[config.mk]
export PLATFORM = sky130hd
export DESIGN_NAME = memory_arbiter_flat
export DESIGN_NICKNAME = d
export VERILOG_FILES = /design/src/rtl/mem_ctrl_pkg.sv /design/src/rtl/memory_arbiter_if.sv /design/src/rtl/rr_arbiter3.sv /design/src/rtl/memory_arbiter.sv /design/src/flat_wrapper.sv
export SDC_FILE = /design/constraint.sdc
export NUM_CORES = 1
export LEC_CHECK = 0
export ABC_AREA = 1
export BUFFER_PORTS_ARGS = -buffer_cell sky130_fd_sc_hd__buf_2
export CAP_MARGIN = 15
export CORE_MARGIN = 2
export CORE_UTILIZATION = 45
export CTS_BUF_LIST = sky130_fd_sc_hd__clkbuf_16
export DETAILED_ROUTE_END_ITERATION = 8
export PLACE_DENSITY = 0.76
export SYNTH_ARGS = -nofsm -noshare
export SYNTH_HDL_FRONTEND = slang
export SYNTH_SLANG_ARGS = --single-unit
export TNS_END_PERCENT = 50
[constraint.sdc]
create_clock -name Clock -period 2.71 [get_ports Clock]
set_input_delay 0.1355 -clock Clock [delete_from_list [all_inputs] [get_ports Clock]]
set_output_delay 0.1355 -clock Clock [all_outputs]
set_load 0.005 [all_outputs]
[src/rtl/mem_ctrl_pkg.sv]
// Shared encodings for the scratch-memory arbiter: command codes, read tags,
// requester indices and the command-to-pin decode.
package mem_ctrl_pkg;

    localparam int unsigned DATA_WIDTH_DEF = 8;
    localparam int unsigned ADDR_WIDTH_DEF = 10;
    localparam int unsigned MEM_SIZE_DEF   = 10;

    localparam int unsigned NUM_REQ = 3;
    localparam int unsigned REQ_W   = 0;
    localparam int unsigned REQ_A   = 1;
    localparam int unsigned REQ_B   = 2;

    typedef enum logic [1:0] {
        CMD_IDLE = 2'd0,
        CMD_WR   = 2'd1,
        CMD_RDA  = 2'd2,
        CMD_RDB  = 2'd3
    } cmd_e;

    typedef enum logic [1:0] {
        TAG_NONE = 2'd0,
        TAG_A    = 2'd1,
        TAG_B    = 2'd2
    } tag_e;

    // Pointer values name the requester that currently holds top priority.
    typedef enum logic [1:0] {
        PTR_W = 2'd0,
        PTR_A = 2'd1,
        PTR_B = 2'd2
    } ptr_e;

    typedef struct packed {
        logic we;
        logic rda;
        logic rdb;
    } mem_pins_t;

    function automatic mem_pins_t cmd_pins(input cmd_e cmd);
        mem_pins_t p;
        p = '{we: 1'b0, rda: 1'b0, rdb: 1'b0};
        case (cmd)
            CMD_WR:  p.we  = 1'b1;
            CMD_RDA: p.rda = 1'b1;
            CMD_RDB: p.rdb = 1'b1;
            default: p = '{we: 1'b0, rda: 1'b0, rdb: 1'b0};
        endcase
        return p;
    endfunction

    function automatic tag_e cmd_tag(input cmd_e cmd);
        tag_e t;
        case (cmd)
            CMD_RDA: t = TAG_A;
            CMD_RDB: t = TAG_B;
            default: t = TAG_NONE;
        endcase
        return t;
    endfunction

endpackage

[src/rtl/memory_arbiter_if.sv]
// Client and memory-side signal bundle of the scratch-memory arbiter.
// slave is the arbiter's view, master is the surrounding clients/memory.
interface memory_arbiter_if
    import mem_ctrl_pkg::*;
#(
    parameter int unsigned DATA_WIDTH = DATA_WIDTH_DEF,
    parameter int unsigned ADDR_WIDTH = ADDR_WIDTH_DEF
);
    logic                  iWrReq;
    logic [ADDR_WIDTH-1:0] iWrAddr;
    logic [DATA_WIDTH-1:0] iWrData;
    logic                  oWrGnt;
    logic                  iRdReqA;
    logic                  iRdReqB;
    logic [ADDR_WIDTH-1:0] iRdAddrA;
    logic [ADDR_WIDTH-1:0] iRdAddrB;
    logic                  oRdGntA;
    logic                  oRdGntB;
    logic                  oRdValidA;
    logic                  oRdValidB;
    logic [DATA_WIDTH-1:0] oRdDataA;
    logic [DATA_WIDTH-1:0] oRdDataB;
    logic                  oAddrErr;
    logic                  oMemWriteEnable;
    logic                  oMemReadtoa;
    logic                  oMemReadtob;
    logic [ADDR_WIDTH-1:0] oMemAddress;
    logic [DATA_WIDTH-1:0] oMemDataIn;
    logic [DATA_WIDTH-1:0] iMemDataOuta;
    logic [DATA_WIDTH-1:0] iMemDataOutb;

    modport slave (
        input  iWrReq, iWrAddr, iWrData, iRdReqA, iRdReqB, iRdAddrA, iRdAddrB,
        input  iMemDataOuta, iMemDataOutb,
        output oWrGnt, oRdGntA, oRdGntB, oRdValidA, oRdValidB, oRdDataA, oRdDataB,
        output oAddrErr, oMemWriteEnable, oMemReadtoa, oMemReadtob, oMemAddress, oMemDataIn
    );

    modport master (
        output iWrReq, iWrAddr, iWrData, iRdReqA, iRdReqB, iRdAddrA, iRdAddrB,
        output iMemDataOuta, iMemDataOutb,
        input  oWrGnt, oRdGntA, oRdGntB, oRdValidA, oRdValidB, oRdDataA, oRdDataB,
        input  oAddrErr, oMemWriteEnable, oMemReadtoa, oMemReadtob, oMemAddress, oMemDataIn
    );

endinterface

[src/rtl/rr_arbiter3.sv]
// Three-way round-robin arbiter (W -> A -> B -> W) with combinational grants
// and a priority pointer that moves to the successor of each grant.
module rr_arbiter3
    import mem_ctrl_pkg::*;
(
    input  logic               Clock,
    input  logic               Reset_n,
    input  logic [NUM_REQ-1:0] req,
    output logic [NUM_REQ-1:0] gnt
);

    ptr_e               ptr_r;
    ptr_e               ptr_nxt_s;
    logic [NUM_REQ-1:0] gnt_s;

    // Priority pointer register.
    always_ff @(posedge Clock or negedge Reset_n) begin
        if (!Reset_n) begin
            ptr_r <= PTR_W;
        end else begin
            ptr_r <= ptr_nxt_s;
        end
    end

    // Grant selection in pointer order; pointer holds when nobody requests.
    always_comb begin
        gnt_s     = '0;
        ptr_nxt_s = ptr_r;
        case (ptr_r)
            PTR_W: begin
                if (req[REQ_W]) begin
                    gnt_s[REQ_W] = 1'b1; ptr_nxt_s = PTR_A;
                end else if (req[REQ_A]) begin
                    gnt_s[REQ_A] = 1'b1; ptr_nxt_s = PTR_B;
                end else if (req[REQ_B]) begin
                    gnt_s[REQ_B] = 1'b1; ptr_nxt_s = PTR_W;
                end else begin
                    ptr_nxt_s = ptr_r;
                end
            end
            PTR_A: begin
                if (req[REQ_A]) begin
                    gnt_s[REQ_A] = 1'b1; ptr_nxt_s = PTR_B;
                end else if (req[REQ_B]) begin
                    gnt_s[REQ_B] = 1'b1; ptr_nxt_s = PTR_W;
                end else if (req[REQ_W]) begin
                    gnt_s[REQ_W] = 1'b1; ptr_nxt_s = PTR_A;
                end else begin
                    ptr_nxt_s = ptr_r;
                end
            end
            PTR_B: begin
                if (req[REQ_B]) begin
                    gnt_s[REQ_B] = 1'b1; ptr_nxt_s = PTR_W;
                end else if (req[REQ_W]) begin
                    gnt_s[REQ_W] = 1'b1; ptr_nxt_s = PTR_A;
                end else if (req[REQ_A]) begin
                    gnt_s[REQ_A] = 1'b1; ptr_nxt_s = PTR_B;
                end else begin
                    ptr_nxt_s = ptr_r;
                end
            end
            default: begin
                gnt_s     = '0;
                ptr_nxt_s = PTR_W;
            end
        endcase
    end

    // Grants are suppressed while reset is asserted.
    assign gnt = Reset_n ? gnt_s : '0;

endmodule

[src/rtl/memory_arbiter.sv]
// Initiator-side controller for the single-port scratch memory: arbitrates
// one writer and two readers, issues one command per cycle, returns read data.
module memory_arbiter
    import mem_ctrl_pkg::*;
#(
    parameter int unsigned DATA_WIDTH = DATA_WIDTH_DEF,
    parameter int unsigned ADDR_WIDTH = ADDR_WIDTH_DEF,
    parameter int unsigned MEM_SIZE   = MEM_SIZE_DEF
)
(
    input  logic             Clock,
    input  logic             Reset_n,
    memory_arbiter_if.slave  bus
);

    logic [NUM_REQ-1:0]    req_s;
    logic [NUM_REQ-1:0]    gnt_s;
    cmd_e                  cmd_sel_s;
    logic [ADDR_WIDTH-1:0] addr_sel_s;
    logic [DATA_WIDTH-1:0] data_sel_s;
    logic                  addr_ok_s;
    cmd_e                  cmd_nxt_s;
    logic [ADDR_WIDTH-1:0] addr_nxt_s;
    logic [DATA_WIDTH-1:0] data_nxt_s;
    logic                  err_nxt_s;

    mem_pins_t             pins_r;
    logic [ADDR_WIDTH-1:0] addr_r;
    logic [DATA_WIDTH-1:0] data_r;
    logic                  err_r;
    tag_e                  tag0_r;
    tag_e                  tag1_r;
    logic [DATA_WIDTH-1:0] hold_a_r;
    logic [DATA_WIDTH-1:0] hold_b_r;
    logic                  valid_a_r;
    logic                  valid_b_r;

    assign req_s[REQ_W] = bus.iWrReq;
    assign req_s[REQ_A] = bus.iRdReqA;
    assign req_s[REQ_B] = bus.iRdReqB;

    rr_arbiter3 u_rr_arbiter3 (
        .Clock   (Clock),
        .Reset_n (Reset_n),
        .req     (req_s),
        .gnt     (gnt_s)
    );

    assign bus.oWrGnt  = gnt_s[REQ_W];
    assign bus.oRdGntA = gnt_s[REQ_A];
    assign bus.oRdGntB = gnt_s[REQ_B];

    // Route the granted request and turn out-of-range addresses into idle plus error.
    always_comb begin
        cmd_sel_s  = CMD_IDLE;
        addr_sel_s = '0;
        data_sel_s = '0;
        if (gnt_s[REQ_W]) begin
            cmd_sel_s  = CMD_WR;
            addr_sel_s = bus.iWrAddr;
            data_sel_s = bus.iWrData;
        end else if (gnt_s[REQ_A]) begin
            cmd_sel_s  = CMD_RDA;
            addr_sel_s = bus.iRdAddrA;
        end else if (gnt_s[REQ_B]) begin
            cmd_sel_s  = CMD_RDB;
            addr_sel_s = bus.iRdAddrB;
        end else begin
            cmd_sel_s  = CMD_IDLE;
        end

        addr_ok_s  = (addr_sel_s <= ADDR_WIDTH'(MEM_SIZE));
        cmd_nxt_s  = CMD_IDLE;
        addr_nxt_s = '0;
        data_nxt_s = '0;
        err_nxt_s  = 1'b0;
        if (cmd_sel_s == CMD_IDLE) begin
            err_nxt_s = 1'b0;
        end else if (!addr_ok_s) begin
            err_nxt_s = 1'b1;
        end else begin
            cmd_nxt_s  = cmd_sel_s;
            addr_nxt_s = addr_sel_s;
            data_nxt_s = data_sel_s;
        end
    end

    // Command stage driving the memory pins and the error pulse.
    always_ff @(posedge Clock or negedge Reset_n) begin
        if (!Reset_n) begin
            pins_r <= '{we: 1'b0, rda: 1'b0, rdb: 1'b0};
            addr_r <= '0;
            data_r <= '0;
            err_r  <= 1'b0;
        end else begin
            pins_r <= cmd_pins(cmd_nxt_s);
            addr_r <= addr_nxt_s;
            data_r <= data_nxt_s;
            err_r  <= err_nxt_s;
        end
    end

    // Tag pipeline: tag0 aligns with the command, tag1 with returned data.
    always_ff @(posedge Clock or negedge Reset_n) begin
        if (!Reset_n) begin
            tag0_r <= TAG_NONE;
            tag1_r <= TAG_NONE;
        end else begin
            tag0_r <= cmd_tag(cmd_nxt_s);
            tag1_r <= tag0_r;
        end
    end

    // Holding registers load only from the port that matches the returning tag.
    always_ff @(posedge Clock or negedge Reset_n) begin
        if (!Reset_n) begin
            hold_a_r  <= '0;
            hold_b_r  <= '0;
            valid_a_r <= 1'b0;
            valid_b_r <= 1'b0;
        end else begin
            valid_a_r <= (tag1_r == TAG_A);
            valid_b_r <= (tag1_r == TAG_B);
            if (tag1_r == TAG_A) begin
                hold_a_r <= bus.iMemDataOuta;
            end
            if (tag1_r == TAG_B) begin
                hold_b_r <= bus.iMemDataOutb;
            end
        end
    end

    assign bus.oMemWriteEnable = pins_r.we;
    assign bus.oMemReadtoa     = pins_r.rda;
    assign bus.oMemReadtob     = pins_r.rdb;
    assign bus.oMemAddress     = addr_r;
    assign bus.oMemDataIn      = data_r;
    assign bus.oAddrErr        = err_r;
    assign bus.oRdValidA       = valid_a_r;
    assign bus.oRdValidB       = valid_b_r;
    assign bus.oRdDataA        = hold_a_r;
    assign bus.oRdDataB        = hold_b_r;

endmodule

[src/flat_wrapper.sv]
// flat-port wrapper written by rule: the top's interface ports become plain ports
module memory_arbiter_flat import mem_ctrl_pkg::*;
#(
    parameter int unsigned DATA_WIDTH = DATA_WIDTH_DEF,
    parameter int unsigned ADDR_WIDTH = ADDR_WIDTH_DEF,
    parameter int unsigned MEM_SIZE   = MEM_SIZE_DEF
)
  (Clock, Reset_n, bus_iWrReq, bus_iWrAddr, bus_iWrData, bus_iRdReqA, bus_iRdReqB, bus_iRdAddrA, bus_iRdAddrB, bus_iMemDataOuta, bus_iMemDataOutb, bus_oWrGnt, bus_oRdGntA, bus_oRdGntB, bus_oRdValidA, bus_oRdValidB, bus_oRdDataA, bus_oRdDataB, bus_oAddrErr, bus_oMemWriteEnable, bus_oMemReadtoa, bus_oMemReadtob, bus_oMemAddress, bus_oMemDataIn);
  memory_arbiter_if #(.DATA_WIDTH(DATA_WIDTH), .ADDR_WIDTH(ADDR_WIDTH)) bus_i ();
  input  logic Clock;
  input  logic Reset_n;
  input wire logic [$bits(bus_i.iWrReq)-1:0] bus_iWrReq;
  input wire logic [$bits(bus_i.iWrAddr)-1:0] bus_iWrAddr;
  input wire logic [$bits(bus_i.iWrData)-1:0] bus_iWrData;
  input wire logic [$bits(bus_i.iRdReqA)-1:0] bus_iRdReqA;
  input wire logic [$bits(bus_i.iRdReqB)-1:0] bus_iRdReqB;
  input wire logic [$bits(bus_i.iRdAddrA)-1:0] bus_iRdAddrA;
  input wire logic [$bits(bus_i.iRdAddrB)-1:0] bus_iRdAddrB;
  input wire logic [$bits(bus_i.iMemDataOuta)-1:0] bus_iMemDataOuta;
  input wire logic [$bits(bus_i.iMemDataOutb)-1:0] bus_iMemDataOutb;
  output wire logic [$bits(bus_i.oWrGnt)-1:0] bus_oWrGnt;
  output wire logic [$bits(bus_i.oRdGntA)-1:0] bus_oRdGntA;
  output wire logic [$bits(bus_i.oRdGntB)-1:0] bus_oRdGntB;
  output wire logic [$bits(bus_i.oRdValidA)-1:0] bus_oRdValidA;
  output wire logic [$bits(bus_i.oRdValidB)-1:0] bus_oRdValidB;
  output wire logic [$bits(bus_i.oRdDataA)-1:0] bus_oRdDataA;
  output wire logic [$bits(bus_i.oRdDataB)-1:0] bus_oRdDataB;
  output wire logic [$bits(bus_i.oAddrErr)-1:0] bus_oAddrErr;
  output wire logic [$bits(bus_i.oMemWriteEnable)-1:0] bus_oMemWriteEnable;
  output wire logic [$bits(bus_i.oMemReadtoa)-1:0] bus_oMemReadtoa;
  output wire logic [$bits(bus_i.oMemReadtob)-1:0] bus_oMemReadtob;
  output wire logic [$bits(bus_i.oMemAddress)-1:0] bus_oMemAddress;
  output wire logic [$bits(bus_i.oMemDataIn)-1:0] bus_oMemDataIn;
  assign bus_i.iWrReq = bus_iWrReq;
  assign bus_i.iWrAddr = bus_iWrAddr;
  assign bus_i.iWrData = bus_iWrData;
  assign bus_i.iRdReqA = bus_iRdReqA;
  assign bus_i.iRdReqB = bus_iRdReqB;
  assign bus_i.iRdAddrA = bus_iRdAddrA;
  assign bus_i.iRdAddrB = bus_iRdAddrB;
  assign bus_i.iMemDataOuta = bus_iMemDataOuta;
  assign bus_i.iMemDataOutb = bus_iMemDataOutb;
  assign bus_oWrGnt = bus_i.oWrGnt;
  assign bus_oRdGntA = bus_i.oRdGntA;
  assign bus_oRdGntB = bus_i.oRdGntB;
  assign bus_oRdValidA = bus_i.oRdValidA;
  assign bus_oRdValidB = bus_i.oRdValidB;
  assign bus_oRdDataA = bus_i.oRdDataA;
  assign bus_oRdDataB = bus_i.oRdDataB;
  assign bus_oAddrErr = bus_i.oAddrErr;
  assign bus_oMemWriteEnable = bus_i.oMemWriteEnable;
  assign bus_oMemReadtoa = bus_i.oMemReadtoa;
  assign bus_oMemReadtob = bus_i.oMemReadtob;
  assign bus_oMemAddress = bus_i.oMemAddress;
  assign bus_oMemDataIn = bus_i.oMemDataIn;
  memory_arbiter #(.DATA_WIDTH(DATA_WIDTH), .ADDR_WIDTH(ADDR_WIDTH), .MEM_SIZE(MEM_SIZE)) u_core (.Clock(Clock), .Reset_n(Reset_n), .bus(bus_i));
endmodule
; ---- Word level (Yosys, flattened, before mapping)
; Cells that the tools add are included.
[word_totals]
ff_bits = 46
[classes]
order_cmp = 1
eq_ne = 10
mux = 40
n_reduce_logical = 3
[op_table]
columns = op, n
row1 = $mux 10, 5
row2 = $mux 2, 16
row3 = $mux 8, 3
row4 = $mux 1, 12
row5 = $ne 4x4->1 const B, 3
row6 = $le 10x4->1 const B, 1
row7 = $pmux 3 s3, 1
row8 = $eq 2x2->1 const B, 4
row9 = $eq 2x1->1 const B, 3
row10 = $pmux 2 s3, 1
row11 = $logic_not 2->1, 2
row12 = $pmux 2 s2, 1
row13 = $mux 3, 1
row14 = $reduce_and 3->1, 1

; ---- Logic depth before layout (Yosys ltp)
; Gate-level depths: netlist of the first run.
[depth]
ltp_word = 13
mapped_depth = 13
ltp_nobuf = 11

; ---- Modules after synthesis
; A second synthesis of the first run with hierarchy kept.
[unflattened]
cells_unflattened = 217
area_unflattened_um2 = 1845.5
[by_module_without_submodules]
columns = module, n_inst, cells_per_inst, area_per_inst_um2, seq_area_each_um2
row1 = memory_arbiter, 1, 193, 1685.4, 1051.0
row2 = rr_arbiter3, 1, 24, 160.2, 50.0

; ---- Worst setup path after synthesis of the first run
; Ideal clock, no wire load.
[synth_timing]
kind = register -> register
start = register u_core.u_rr_arbiter3.ptr_r[0]
end = register u_core.data_r[0] (netlist: u_core.bus.oMemDataIn[0])
arrival_time_ns = 1.454
required_time_ns = 2.641
slack_ns = 1.187
stages_incl_launch_ff = 14
n_path_buf = 2
period_less_slack_ns = 1.523
cell_sequence = dfrtp_1 inv_1 nand2_1 nand3_1 nand2_1 buf_4 nand3_1 nand2_1 nor2_4 nand2_2 nor2_4 nand3_2 buf_6 nor2_2
[synth_between]
elab_chain_cells = 9
[synth_lines]
columns = element, line_no
row1 = start: declaration, rr_arbiter3.sv:12  ; ptr_e ptr_r;
row2 = start signal: assignment, rr_arbiter3.sv:21  ; ptr_r <= ptr_nxt_s;
row3 = $eq 2x2->1 (tied with other cells), rr_arbiter3.sv:29  ; case (ptr_r)
row4 = $pmux 3 s3 (*), rr_arbiter3.sv:29
row5 = $mux 3 (*), rr_arbiter3.sv:71  ; assign gnt = Reset_n ? gnt_s : '0;
row6 = $mux 10, memory_arbiter.sv:65  ; end else if (gnt_s[REQ_B]) begin
row7 = $mux 10, memory_arbiter.sv:62  ; end else if (gnt_s[REQ_A]) begin
row8 = $mux 10, memory_arbiter.sv:58  ; if (gnt_s[REQ_W]) begin
row9 = $le 10x4->1, memory_arbiter.sv:72  ; addr_ok_s = (addr_sel_s <= ADDR_WIDTH'(MEM_SIZE));
row10 = $mux 8, memory_arbiter.sv:79  ; end else if (!addr_ok_s) begin
row11 = $mux 8 (*), memory_arbiter.sv:77  ; if (cmd_sel_s == CMD_IDLE) begin
row12 = named net u_core.data_nxt_s[0], memory_arbiter.sv:24  ; logic [DATA_WIDTH-1:0] data_nxt_s;
row13 = end signal: assignment, memory_arbiter.sv:98  ; data_r <= data_nxt_s;
row14 = end: declaration, memory_arbiter.sv:29  ; logic [DATA_WIDTH-1:0] data_r;
; The timed path passes the listed nets; every way through them passes the cells marked *.
; A chain may end at the register's enable or synchronous reset.

; ---- Worst setup path after layout of the first run
[layout_timing]
start = register u_core.u_rr_arbiter3.ptr_r[0]
end = register u_core.data_r[7] (netlist: u_core.bus.oMemDataIn[7])
; Same word-level chain as after synthesis.

==> flow_results.xml, run 1 <==
<?xml version="1.0" encoding="UTF-8"?>
<metrics>
  <group name="status">
    <metric name="outcome" unit="">completed</metric>
  </group>
  <group name="clocking">
    <metric name="cts_htree_levels" unit="">2</metric>
    <metric name="cts.sink_count" unit="">44</metric>
    <metric name="cts_tree" unit="">done</metric>
    <metric name="cts_hold_buffers" unit="">1</metric>
    <metric name="post_cts.repair.setup_buffers" unit="">0</metric>
    <metric name="cts.clk_slew.worst_paths" unit="ps">60</metric>
    <metric name="cts_made_buffers" unit="">5</metric>
    <metric name="ctsResizeCount" unit="">0</metric>
    <metric name="clock_tree.buffer_depth" unit="">2</metric>
    <metric name="clkLatencyLatePin" unit="ps">280</metric>
    <metric name="cts_root_buffer" unit="">sky130_fd_sc_hd__clkbuf_16</metric>
  </group>
  <group name="routing">
    <metric name="vias" unit="">1794</metric>
    <metric name="dr_wl_met2" unit="µm">2030</metric>
    <metric name="drt_pass1_iterations" unit="">4</metric>
    <metric name="route.top_layer_used" unit="">met4</metric>
    <metric name="via_per_inst" unit="">4.62</metric>
    <metric name="drt-total-wl" unit="µm">4410</metric>
    <metric name="met3RoutedLength" unit="µm">427</metric>
    <metric name="detail_route.wirelength.met1" unit="µm">1930</metric>
    <metric name="drcViolationCount" unit="">0</metric>
    <metric name="route.antenna.remaining_nets" unit="">0</metric>
    <metric name="routedWlPerCell" unit="µm">11.4</metric>
    <metric name="dr_iter_0_viols" unit="">103</metric>
  </group>
  <group name="timing">
    <metric name="final_hold_viol_count" unit="">0</metric>
    <metric name="setup-tns-final" unit="ps">0</metric>
    <metric name="max_freq" unit="MHz">520</metric>
    <metric name="slew_hr" unit="">0.617</metric>
    <metric name="final_min_period_over_clock_period" unit="">0.709</metric>
    <metric name="clock-skew-final" unit="ps">3.76</metric>
    <metric name="grt_setup_unrepaired" unit="">no</metric>
    <metric name="finalSetupViolations" unit="">0</metric>
    <metric name="report.final.slew_viol_count" unit="">0</metric>
    <metric name="fin_worst_hold_slack" unit="ps">48.7</metric>
    <metric name="post-route-min-period" unit="ps">1920</metric>
    <metric name="max_slew.worst_pin.slew" unit="ps">572</metric>
  </group>
  <group name="critical_path">
    <metric name="worst_ep_required_time" unit="ps">2910</metric>
    <metric name="cpPeakStageDelay" unit="ps">390</metric>
    <metric name="critical-path-top-cell-by-count" unit="">sky130_fd_sc_hd__nand2_1</metric>
    <metric name="crit_fanout" unit="">11</metric>
    <metric name="start_kind" unit="">flip-flop</metric>
    <metric name="crit_path_cell_trace" unit="">inv_1, nand2_1, nand2_1, nand2_1, nand3_1, nand2_1, nor2_4, nand2_2, nor2_4, nand3_2, nor2_1</metric>
    <metric name="crit_path_buffers_inverters" unit="">1</metric>
    <metric name="critical_path.endpoint_type" unit="">flip-flop</metric>
    <metric name="timing.setup.critical_path_class" unit="">flip-flop to flip-flop</metric>
    <metric name="cell_with_the_largest_stage_delay_on_the_worst_path" unit="">sky130_fd_sc_hd__dfrtp_1</metric>
    <metric name="worst-endpoint-arrival" unit="ps">2120</metric>
    <metric name="critical-path-top-delay-family" unit="">simple AND/OR/NAND/NOR gates</metric>
  </group>
  <group name="placement">
    <metric name="finalWeightedCongestion" unit="">0.836</metric>
    <metric name="dpl.hpwl" unit="µm">3290</metric>
    <metric name="port_buffers" unit="">101</metric>
  </group>
  <group name="power">
    <metric name="design_power_total" unit="mW">2.02</metric>
    <metric name="power_density" unit="mW/mm²">750</metric>
    <metric name="leakage" unit="nW">1.54</metric>
    <metric name="max-vdd-ir-drop" unit="µV">314</metric>
  </group>
  <group name="global_routing">
    <metric name="first_pass_grt_wire_length" unit="µm">7220</metric>
    <metric name="grt.overflow.total" unit="">0</metric>
    <metric name="grt_pass1_vias" unit="">1604</metric>
    <metric name="grt.total_usage" unit="">0.184</metric>
    <metric name="largest_net_degree_at_the_start_of_global_routing" unit="">45</metric>
    <metric name="initial_antenna_violation_count" unit="">0</metric>
  </group>
  <group name="synthesis">
    <metric name="yosys.area.top_type" unit="">sky130_fd_sc_hd__dfrtp_1</metric>
    <metric name="synth_cells" unit="">226</metric>
    <metric name="synth_largest_type_area_fraction" unit="">0.554</metric>
    <metric name="synth-seq-area-share" unit="">0.554</metric>
    <metric name="synth.distinct_cells" unit="">17</metric>
    <metric name="mappedNetlistArea" unit="mm²">0.00199</metric>
    <metric name="synthesis.area_per_instance" unit="µm²">8.80</metric>
    <metric name="synth.area.top_cells" unit="">sky130_fd_sc_hd__dfrtp_1 (55%), sky130_fd_sc_hd__nand2_1 (15%), sky130_fd_sc_hd__nand3_1 (7.6%)</metric>
    <metric name="yosys_warnings" unit="">0</metric>
    <metric name="postSynthRegisterBits" unit="">44</metric>
  </group>
  <group name="min_path">
    <metric name="worst_hold_path_type" unit="">primary input to flip-flop</metric>
  </group>
  <group name="floorplanning">
    <metric name="io-pin-count" unit="">102</metric>
    <metric name="floorplan.initialDensity" unit="">0.463</metric>
    <metric name="die-height" unit="µm">70.5</metric>
    <metric name="design.die.area" unit="mm²">0.00497</metric>
    <metric name="core.rowCount" unit="">24</metric>
    <metric name="core" unit="mm²">0.00429</metric>
    <metric name="chipWidth" unit="µm">70.5</metric>
  </group>
  <group name="final_layout">
    <metric name="area_delta_synth_final" unit="%">35.7</metric>
    <metric name="postLayoutCoreUtil" unit="">0.628</metric>
    <metric name="drive_gt1_frac" unit="">0.402</metric>
    <metric name="layout.nets" unit="">394</metric>
    <metric name="diodes" unit="">0</metric>
  </group>
  <group name="flow_run">
    <metric name="cap_violations" unit="">0</metric>
  </group>
</metrics>
==> report_power, final <==
| part | switching [mW] | internal, mW | total [mW] |
|---|---|---|---|
| Clock | 0.237 | 0.433 | 0.670 |
| Sequential | 0.0647 | 0.798 | 0.863 |
| Combinational | 0.279 | 0.213 | 0.492 |
| Total | 0.580 | 1.44 | 2.02 |
==> registers in the layout, summed over array words and instances, names as in the netlist, 2 cells and up <==
register / cells
u_core.bus.oRdDataB: 8
u_core.bus.oMemAddress: 10
u_core.bus.oMemDataIn: 8
u_core.u_rr_arbiter3.ptr_r: 2
u_core.bus.oRdDataA: 8
u_core.tag1_r: 2
==> layout make-up <==
cell class	instances	area (µm²)
flip-flops and latches	44	1100
clock buffers	5	125
multi-input cells	162	771
repair buffers	103	523
well taps	52	65.1
inverters	19	71.3
fillers	388	1600
clock inverters	3	42.5
==> worst register-to-register path, delay by kind of cell (launching register included) <==
kind,cells,cell delay [ps]
DFF,1,390
buffers and inverters,1,100
and+or+nand+nor,10,1350
==> per-stage QoR <==
stage | instance area (µm²) | setup WS (ps) | instances
after floorplan | 2010 | 1190 | 231
after global placement | 2520 | 876 | 379
after detailed placement | 2520 | 809 | 379
after CTS | 2700 | 785 | 388
after global routing | 2700 | 550 | 388
final | 2700 | 787 | 388
==> cells in the final DEF (no fill, tap or decap) <==
cell and n:
sky130_fd_sc_hd__buf_2 101, sky130_fd_sc_hd__buf_4 1, sky130_fd_sc_hd__bufinv_16 1, sky130_fd_sc_hd__clkbuf_16 5, sky130_fd_sc_hd__clkinv_1 3, sky130_fd_sc_hd__clkinv_4 1
sky130_fd_sc_hd__conb_1 6, sky130_fd_sc_hd__dfrtp_1 44, sky130_fd_sc_hd__dlygate4sd3_1 1, sky130_fd_sc_hd__inv_1 17, sky130_fd_sc_hd__nand2_1 79, sky130_fd_sc_hd__nand2_2 4
sky130_fd_sc_hd__nand2_4 2, sky130_fd_sc_hd__nand3_1 30, sky130_fd_sc_hd__nand3_2 3, sky130_fd_sc_hd__nand4_1 2, sky130_fd_sc_hd__nor2_1 13, sky130_fd_sc_hd__nor2_2 13
sky130_fd_sc_hd__nor2_4 4, sky130_fd_sc_hd__o21ai_0 1, sky130_fd_sc_hd__or2_0 5
==> per-layer routing <==
layer,vias to the layer above,global-route usage
li1,912,-
met1,792,0.250
met2,88,0.292
met3,2,0.0447
met4,0,0.0577
met5,-,0
==> synth_stat cells <==
cell type                  number
sky130_fd_sc_hd__buf_4          1
sky130_fd_sc_hd__buf_6          5
sky130_fd_sc_hd__clkinv_1       2
sky130_fd_sc_hd__conb_1         1
sky130_fd_sc_hd__dfrtp_1       44
sky130_fd_sc_hd__inv_1         17
sky130_fd_sc_hd__nand2_1       79
sky130_fd_sc_hd__nand2_2        4
sky130_fd_sc_hd__nand2_4        2
sky130_fd_sc_hd__nand3_1       30
sky130_fd_sc_hd__nand3_2        3
sky130_fd_sc_hd__nand4_1        2
sky130_fd_sc_hd__nor2_1        13
sky130_fd_sc_hd__nor2_2        13
sky130_fd_sc_hd__nor2_4         4
sky130_fd_sc_hd__o21ai_0        1
sky130_fd_sc_hd__or2_0          5
==> cells by family after synthesis <==
logic type / synth area share
AO/OA/AOI/OAI: 0.00251
buffers and inverters: 0.0680
flip-flops: 0.554
other: 0.00189
AND/OR/NAND/NOR: 0.374
==> path summary, 6_finish.rpt <==
check	start	slack, ps	cells after the start	to
max in group asynchronous	Reset_n	1820	3	u_core.bus.oMemDataIn[6]
min in group asynchronous	Reset_n	520	3	u_core.bus.oMemAddress[2]
worst max register to register	u_core.u_rr_arbiter3.ptr_r[0]	790	11	u_core.bus.oMemDataIn[7]
worst min register to register	u_core.bus.oMemReadtob	380	0	u_core.tag1_r[1]
worst min-delay path	bus_iMemDataOutb[6]	50	3	u_core.bus.oRdDataB[6]
worst max-delay path	u_core.u_rr_arbiter3.ptr_r[0]	790	11	u_core.bus.oMemDataIn[7]
Power figures use the tool's default switching activity.
==> run 2, diff against run 1 <==
--- a/config.mk
+++ b/config.mk
@@ -5,14 +5,14 @@
 export SDC_FILE = /design/constraint.sdc
 export NUM_CORES = 1
 export LEC_CHECK = 0
-export ABC_AREA = 1
+export ABC_AREA = 0
 export BUFFER_PORTS_ARGS = -buffer_cell sky130_fd_sc_hd__buf_2
 export CAP_MARGIN = 15
 export CORE_MARGIN = 2
-export CORE_UTILIZATION = 45
+export CORE_UTILIZATION = 38
 export CTS_BUF_LIST = sky130_fd_sc_hd__clkbuf_16
 export DETAILED_ROUTE_END_ITERATION = 8
-export PLACE_DENSITY = 0.76
+export PLACE_DENSITY = 0.72
 export SYNTH_ARGS = -nofsm -noshare
 export SYNTH_HDL_FRONTEND = slang
 export SYNTH_SLANG_ARGS = --single-unit
==> constraint.sdc (replaced) <==
create_clock -name Clock -period 1.6 [get_ports Clock]
set_input_delay 0.08 -clock Clock [delete_from_list [all_inputs] [get_ports Clock]]
set_output_delay 0.08 -clock Clock [all_outputs]
set_load 0.005 [all_outputs]
==> flow_results.xml, run 2 <==
<?xml version="1.0" encoding="UTF-8"?>
<metrics>
  <group name="clocking">
    <metric name="cts.clk_slew.worst_paths" unit="ps">60</metric>
    <metric name="cts_tree" unit="">done</metric>
    <metric name="cts.sink_count" unit="">44</metric>
    <metric name="clkLatencyLatePin" unit="ps">270</metric>
    <metric name="cts_made_buffers" unit="">5</metric>
    <metric name="clock_tree.buffer_depth" unit="">2</metric>
    <metric name="cts_root_buffer" unit="">sky130_fd_sc_hd__clkbuf_16</metric>
    <metric name="cts_htree_levels" unit="">2</metric>
  </group>
  <group name="timing">
    <metric name="grt_setup_unrepaired" unit="">yes</metric>
    <metric name="clock-skew-final" unit="ps">2.79</metric>
    <metric name="max_freq" unit="MHz">549</metric>
    <metric name="finalWorstSetupSlack" unit="ps">-223</metric>
    <metric name="post-route-min-period" unit="ps">1820</metric>
    <metric name="fin_worst_hold_slack" unit="ps">9.02</metric>
    <metric name="final_min_period_over_clock_period" unit="">1.14</metric>
    <metric name="final_hold_viol_count" unit="">0</metric>
    <metric name="finalSetupViolations" unit="">16</metric>
    <metric name="report.final.slew_viol_count" unit="">0</metric>
  </group>
  <group name="placement">
    <metric name="port_buffers" unit="">101</metric>
    <metric name="dpl.hpwl" unit="µm">2830</metric>
    <metric name="finalWeightedCongestion" unit="">0.841</metric>
  </group>
  <group name="final_layout">
    <metric name="largest_reg_flops" unit="">10</metric>
    <metric name="area_delta_synth_final" unit="%">58.1</metric>
    <metric name="sequential_cell_area" unit="mm²">0.00110</metric>
    <metric name="final_common_cell" unit="">sky130_fd_sc_hd__buf_2</metric>
    <metric name="layout.nets" unit="">321</metric>
    <metric name="drive_gt1_frac" unit="">0.612</metric>
    <metric name="final.fill_count" unit="">352</metric>
    <metric name="diodes" unit="">0</metric>
    <metric name="layout_common_cells" unit="">sky130_fd_sc_hd__buf_2 (101), sky130_fd_sc_hd__dfrtp_1 (44), sky130_fd_sc_hd__buf_4 (20), sky130_fd_sc_hd__mux2_2 (16), sky130_fd_sc_hd__nor2_1 (13)</metric>
    <metric name="multi_input_area" unit="µm²">634</metric>
  </group>
  <group name="global_routing">
    <metric name="first_pass_grt_wire_length" unit="µm">5860</metric>
    <metric name="largest_net_degree_at_the_start_of_global_routing" unit="">43</metric>
    <metric name="grt.overflow.total" unit="">0</metric>
    <metric name="initial_antenna_violation_count" unit="">0</metric>
    <metric name="grt_pass1_vias" unit="">1380</metric>
    <metric name="grt.total_usage" unit="">0.150</metric>
  </group>
  <group name="flow_run">
    <metric name="cap_violations" unit="">0</metric>
  </group>
  <group name="routing">
    <metric name="drt-total-wl" unit="µm">3700</metric>
    <metric name="routedWlPerCell" unit="µm">11.7</metric>
    <metric name="via_per_inst" unit="">4.56</metric>
    <metric name="route.antenna.remaining_nets" unit="">0</metric>
    <metric name="drcViolationCount" unit="">0</metric>
    <metric name="drt_pass1_iterations" unit="">4</metric>
    <metric name="dr_iter_0_viols" unit="">63</metric>
    <metric name="vias" unit="">1437</metric>
  </group>
  <group name="status">
    <metric name="violations" unit="">setup timing</metric>
    <metric name="outcome" unit="">finished with violations</metric>
  </group>
  <group name="critical_path">
    <metric name="timing.setup.critical_path_class" unit="">flip-flop to flip-flop</metric>
    <metric name="critical_path.endpoint_type" unit="">flip-flop</metric>
    <metric name="worst-endpoint-arrival" unit="ps">1990</metric>
    <metric name="crit_fanout" unit="">15</metric>
    <metric name="start_kind" unit="">flip-flop</metric>
    <metric name="worst_ep_required_time" unit="ps">1760</metric>
  </group>
  <group name="floorplanning">
    <metric name="core" unit="mm²">0.00432</metric>
    <metric name="design.die.area" unit="mm²">0.00499</metric>
    <metric name="chipWidth" unit="µm">70.6</metric>
    <metric name="die-height" unit="µm">70.6</metric>
    <metric name="io-pin-count" unit="">102</metric>
    <metric name="core.rowCount" unit="">24</metric>
    <metric name="floorplan.initialDensity" unit="">0.390</metric>
  </group>
  <group name="min_path">
    <metric name="worst_hold_path_type" unit="">primary input to flip-flop</metric>
  </group>
  <group name="power">
    <metric name="max-vdd-ir-drop" unit="µV">531</metric>
    <metric name="power_density" unit="mW/mm²">1290</metric>
    <metric name="design_power_total" unit="mW">3.45</metric>
    <metric name="leakage" unit="nW">1.41</metric>
  </group>
  <group name="synthesis">
    <metric name="mappedNetlistArea" unit="mm²">0.00169</metric>
    <metric name="post-synth-top-count-cell" unit="">sky130_fd_sc_hd__dfrtp_1</metric>
    <metric name="synth-seq-area-share" unit="">0.652</metric>
    <metric name="asyncSetResetFlopFracSynth" unit="">1.00</metric>
    <metric name="synth_enable_flop_cells" unit="">0</metric>
    <metric name="synth.area.top_cells" unit="">sky130_fd_sc_hd__dfrtp_1 (65%), sky130_fd_sc_hd__mux2_2 (11%), sky130_fd_sc_hd__nor2_1 (3.1%)</metric>
    <metric name="yosys.area.top_type" unit="">sky130_fd_sc_hd__dfrtp_1</metric>
    <metric name="ys_top_cells_by_count" unit="">sky130_fd_sc_hd__dfrtp_1 (44), sky130_fd_sc_hd__mux2_2 (16), sky130_fd_sc_hd__nor2_1 (14)</metric>
    <metric name="postSynthRegisterBits" unit="">44</metric>
    <metric name="synth_cells" unit="">130</metric>
    <metric name="synth.distinct_cells" unit="">28</metric>
    <metric name="synthesis.area_per_instance" unit="µm²">13.0</metric>
    <metric name="yosys_most_used_dff" unit="">sky130_fd_sc_hd__dfrtp_1</metric>
    <metric name="yosys_warnings" unit="">0</metric>
    <metric name="synth_largest_type_area_fraction" unit="">0.652</metric>
  </group>
</metrics>
run 2: final timing paths:
check,from,endpoint,slack (ps),cells after the start
min in group asynchronous,Reset_n,u_core.u_rr_arbiter3.ptr_r[0],400,3
min reg2reg,u_core.bus.oMemReadtob,u_core.tag1_r[1],380,0
max reg2reg,u_core.u_rr_arbiter3.ptr_r[1],u_core.bus.oAddrErr,-220,7
min,bus_iWrData[7],u_core.bus.oMemDataIn[7],9,3
max,u_core.u_rr_arbiter3.ptr_r[1],u_core.bus.oAddrErr,-220,7
max in group asynchronous,Reset_n,u_core.bus.oRdDataB[7],660,3
run 2: metrics by stage:
step	worst slack [ps]	cell area (µm²)	instances	TNS [ps]	util
2_1_floorplan	-116	1730	135	-908	-
3_3_place_gp	-207	2420	302	-2110	0.560
3_5_place_dp	-326	2420	302	-3100	0.560
4_1_cts	-181	2640	314	-2130	0.610
5_1_grt	-329	2670	315	-4810	0.617
6_report	-223	2670	315	-2720	0.617
run 2: where the power goes:
part           internal [mW]  switching, mW  total, mW
clock                  0.732          0.381       1.11
combinational          0.521          0.354      0.875
sequential              1.36          0.103       1.47
total                   2.61          0.838       3.45
run 2: cell families (layout without fill, tap and decap cells):
family | count (synthesis) | count (layout) | synth area share
other cells | 1 | 6 | 0.00222
simple gates | 47 | 47 | 0.146
compound gates | 16 | 16 | 0.0667
mux | 17 | 17 | 0.113
flops | 44 | 44 | 0.652
buf+inv | 5 | 133 | 0.0200
run 2: final cells by class:
class                   count  share of cell area
inverters                   1             0.00141
flip-flops and latches     44               0.413
repair buffers            124               0.261
clock inverters             3              0.0159
well taps                  52              0.0244
clock buffers               5              0.0469
multi-input cells          86               0.238
run 2: what timing repair did:
action,CTS,global route
setup buffers,3,1
gates resized for setup,4,4
endpoints found under the hold margin,44,0
hold buffers,1,0
pin swaps,3,2
endpoints found under the setup margin,16,16
run 2: metal layers:
layer | share of wire | track usage | vias up
met4 | 0.013 | 0.0629 | 0
li1 | - | - | 714
met2 | 0.48 | 0.259 | 83
met5 | 0 | 0 | -
met1 | 0.39 | 0.174 | 635
met3 | 0.11 | 0.0442 | 5
run 2: critical path, stage by stage (launching register included):
cell                       delay (ps)
sky130_fd_sc_hd__dfrtp_1          420
sky130_fd_sc_hd__nor2b_1          170
sky130_fd_sc_hd__a21oi_4          180
sky130_fd_sc_hd__nor2_2            90
sky130_fd_sc_hd__a222oi_1         400
sky130_fd_sc_hd__a21oi_2           90
sky130_fd_sc_hd__buf_12           170
sky130_fd_sc_hd__or2_1            200
==> run 3, diff against run 2 <==
--- a/config.mk
+++ b/config.mk
@@ -8,11 +8,14 @@
 export ABC_AREA = 0
 export BUFFER_PORTS_ARGS = -buffer_cell sky130_fd_sc_hd__buf_2
 export CAP_MARGIN = 15
+export CELL_PAD_IN_SITES_DETAIL_PLACEMENT = 0
+export CELL_PAD_IN_SITES_GLOBAL_PLACEMENT = 2
+export CORE_ASPECT_RATIO = 1.2
 export CORE_MARGIN = 2
-export CORE_UTILIZATION = 38
+export CORE_UTILIZATION = 22
 export CTS_BUF_LIST = sky130_fd_sc_hd__clkbuf_16
 export DETAILED_ROUTE_END_ITERATION = 8
-export PLACE_DENSITY = 0.72
+export PLACE_DENSITY = 0.7
 export SYNTH_ARGS = -nofsm -noshare
 export SYNTH_HDL_FRONTEND = slang
 export SYNTH_SLANG_ARGS = --single-unit
==> flow_results.xml, run 3 (synthesis gave the netlist of run 2 again) <==
<?xml version="1.0" encoding="UTF-8"?>
<metrics>
  <group name="final_layout">
    <metric name="area_delta_synth_final" unit="%">63.5</metric>
    <metric name="diodes" unit="">0</metric>
    <metric name="fin_area" unit="mm²">0.00276</metric>
    <metric name="final_common_cell" unit="">sky130_fd_sc_hd__buf_2</metric>
    <metric name="layout.nets" unit="">325</metric>
    <metric name="postLayoutCoreUtil" unit="">0.364</metric>
    <metric name="drive_gt1_frac" unit="">0.622</metric>
    <metric name="largest_reg_flops" unit="">10</metric>
    <metric name="layout_common_cells" unit="">sky130_fd_sc_hd__buf_2 (101), sky130_fd_sc_hd__dfrtp_1 (42), sky130_fd_sc_hd__buf_4 (20), sky130_fd_sc_hd__mux2_2 (16), sky130_fd_sc_hd__nor2_1 (12)</metric>
    <metric name="final.fill_count" unit="">781</metric>
  </group>
  <group name="min_path">
    <metric name="hold_path_startpoint" unit="">bus_iWrData[7]</metric>
    <metric name="whs_path_depth" unit="">3</metric>
    <metric name="worstHoldEndpoint" unit="">u_core.bus.oMemDataIn[7]</metric>
    <metric name="worst_hold_path_type" unit="">primary input to flip-flop</metric>
  </group>
  <group name="floorplanning">
    <metric name="floorplan.initialDensity" unit="">0.223</metric>
    <metric name="chipWidth" unit="µm">84.0</metric>
    <metric name="design.die.area" unit="mm²">0.00839</metric>
    <metric name="core.rowCount" unit="">35</metric>
    <metric name="io-pin-count" unit="">102</metric>
    <metric name="core" unit="mm²">0.00758</metric>
    <metric name="die-height" unit="µm">100</metric>
  </group>
  <group name="critical_path">
    <metric name="cell_with_the_largest_stage_delay_on_the_worst_path" unit="">sky130_fd_sc_hd__dfrtp_2</metric>
    <metric name="worst_ep_required_time" unit="ps">1770</metric>
    <metric name="critical_path.endpoint_type" unit="">flip-flop</metric>
    <metric name="start_kind" unit="">flip-flop</metric>
    <metric name="rr_startpoint" unit="">u_core.u_rr_arbiter3.ptr_r[0]</metric>
    <metric name="crit_fanout" unit="">6</metric>
    <metric name="ff2ff_setup_slack" unit="ps">-170</metric>
    <metric name="crit_cells" unit="">8</metric>
    <metric name="timing.setup.critical_path_class" unit="">flip-flop to flip-flop</metric>
    <metric name="worst-endpoint-arrival" unit="ps">1940</metric>
    <metric name="critical-path-top-delay-family" unit="">simple AND/OR/NAND/NOR gates</metric>
    <metric name="crit_path_buffers_inverters" unit="">3</metric>
    <metric name="cpPeakStageDelay" unit="ps">440</metric>
    <metric name="rr_endpoint" unit="">u_core.bus.oAddrErr</metric>
    <metric name="worstRegToRegCells" unit="">8</metric>
    <metric name="crit_path_cell_trace" unit="">nand2b_4, nand4_1, inv_2, a222oi_1, buf_4, a21oi_2, buf_6, or2_1</metric>
  </group>
  <group name="power">
    <metric name="leakage" unit="nW">1.41</metric>
    <metric name="power_density" unit="mW/mm²">1210</metric>
    <metric name="design_power_total" unit="mW">3.33</metric>
    <metric name="max-vdd-ir-drop" unit="µV">551</metric>
  </group>
  <group name="global_routing">
    <metric name="grt.overflow.total" unit="">0</metric>
    <metric name="initial_antenna_violation_count" unit="">0</metric>
    <metric name="first_pass_grt_wire_length" unit="µm">6660</metric>
    <metric name="grt_pass1_vias" unit="">1449</metric>
    <metric name="grt.total_usage" unit="">0.101</metric>
    <metric name="largest_net_degree_at_the_start_of_global_routing" unit="">25</metric>
  </group>
  <group name="placement">
    <metric name="finalWeightedCongestion" unit="">0.775</metric>
    <metric name="port_buffers" unit="">101</metric>
    <metric name="dpl.hpwl" unit="µm">3150</metric>
    <metric name="cell_area_after_placement" unit="mm²">0.00245</metric>
  </group>
  <group name="routing">
    <metric name="drcViolationCount" unit="">0</metric>
    <metric name="drt-total-wl" unit="µm">4050</metric>
    <metric name="route.antenna.remaining_nets" unit="">0</metric>
    <metric name="dr_iter_0_viols" unit="">22</metric>
    <metric name="vias" unit="">1473</metric>
    <metric name="via_per_inst" unit="">4.10</metric>
    <metric name="routedWlPerCell" unit="µm">11.3</metric>
    <metric name="drt_pass1_iterations" unit="">4</metric>
  </group>
  <group name="status">
    <metric name="outcome" unit="">finished with violations</metric>
    <metric name="violations" unit="">setup timing</metric>
  </group>
  <group name="clocking">
    <metric name="clock_tree.buffer_depth" unit="">2</metric>
    <metric name="clkLatencyLatePin" unit="ps">280</metric>
    <metric name="cts.clk_slew.worst_paths" unit="ps">60</metric>
    <metric name="cts_root_buffer" unit="">sky130_fd_sc_hd__clkbuf_16</metric>
    <metric name="cts_htree_levels" unit="">2</metric>
    <metric name="cts_tree" unit="">done</metric>
    <metric name="cts_made_buffers" unit="">5</metric>
    <metric name="cts.sink_count" unit="">44</metric>
  </group>
  <group name="timing">
    <metric name="fin_worst_hold_slack" unit="ps">9.71</metric>
    <metric name="max_freq" unit="MHz">564</metric>
    <metric name="report.final.slew_viol_count" unit="">0</metric>
    <metric name="grt_setup_unrepaired" unit="">yes</metric>
    <metric name="slew_hr" unit="">0.666</metric>
    <metric name="max_slew.worst_pin.slew" unit="ps">496</metric>
    <metric name="final_hold_viol_count" unit="">0</metric>
    <metric name="finalSetupViolations" unit="">16</metric>
    <metric name="post-route-min-period" unit="ps">1770</metric>
    <metric name="finalWorstSetupSlack" unit="ps">-172</metric>
    <metric name="clock-skew-final" unit="ps">8.44</metric>
    <metric name="final_min_period_over_clock_period" unit="">1.11</metric>
  </group>
  <group name="flow_run">
    <metric name="cap_violations" unit="">0</metric>
  </group>
</metrics>
run 3: changes by cell type in the layout (fill, tap and decap cells not counted), sizes merged:
cell | before | now
clkinvlp | 1 | 2
dlygate4sd3 | 1 | 4
bufinv | 1 | 0
buf | 123 | 124
run 3: tightest hold or removal path: cells and delay by family:
| family | cells | cell delay [ps] |
|---|---|---|
| buf+inv | 1 | 100 |
| simple gates | 2 | 80 |
run 3: worst max path at each step:
stage,from,end,slack [ps]
floorplan,u_core.u_rr_arbiter3.ptr_r[0],u_core.bus.oMemAddress[1],-120
global placement,u_core.u_rr_arbiter3.ptr_r[0],u_core.bus.oAddrErr,-190
detailed placement,u_core.u_rr_arbiter3.ptr_r[0],u_core.bus.oMemReadtob,-290
CTS,u_core.u_rr_arbiter3.ptr_r[0],u_core.bus.oAddrErr,-170
global route,u_core.u_rr_arbiter3.ptr_r[0],u_core.bus.oAddrErr,-270
finish,u_core.u_rr_arbiter3.ptr_r[0],u_core.bus.oAddrErr,-170
run 3: what timing repair did:
item | in CTS | in global routing
setup buffers | 6 | 0
hold buffers | 4 | 0
endpoints found under the hold margin | 47 | 0
pin swaps | 7 | 1
gates cloned | 0 | 0
gates resized for setup | 15 | 2
endpoints found under the setup margin | 16 | 16
run 3: where the power goes:
group	total [mW]	internal (mW)	switching [mW]
logic	0.884	0.528	0.355
registers	1.47	1.36	0.103
clock network	0.977	0.572	0.405
total	3.33	2.46	0.864
run 3: layout make-up:
class / count / area, µm² / share of cell area
clock inverter: 3 / 18.8 / 0.00680
sequential: 44 / 1100 / 0.400
inverter: 1 / 3.75 / 0.00136
multi-input combinational: 86 / 663 / 0.240
timing repair buffer: 128 / 729 / 0.264
clock buffer: 5 / 125 / 0.0454
tap: 92 / 115 / 0.0417
run 3: metal layers:
metal	wire, µm	up-vias	GRT usage
met5	0	-	0
met4	47	0	0.0484
met3	285	2	0.0255
met2	2170	61	0.183
met1	1550	685	0.112
li1	-	725	-
run 3: per-stage QoR:
step	setup slack [ps]	instances	setup TNS (ps)
6_report	-172	359	-1620
4_1_cts	-166	359	-1670
2_1_floorplan	-116	135	-908
3_5_place_dp	-287	341	-2710
3_3_place_gp	-188	341	-2350
5_1_grt	-274	359	-3410
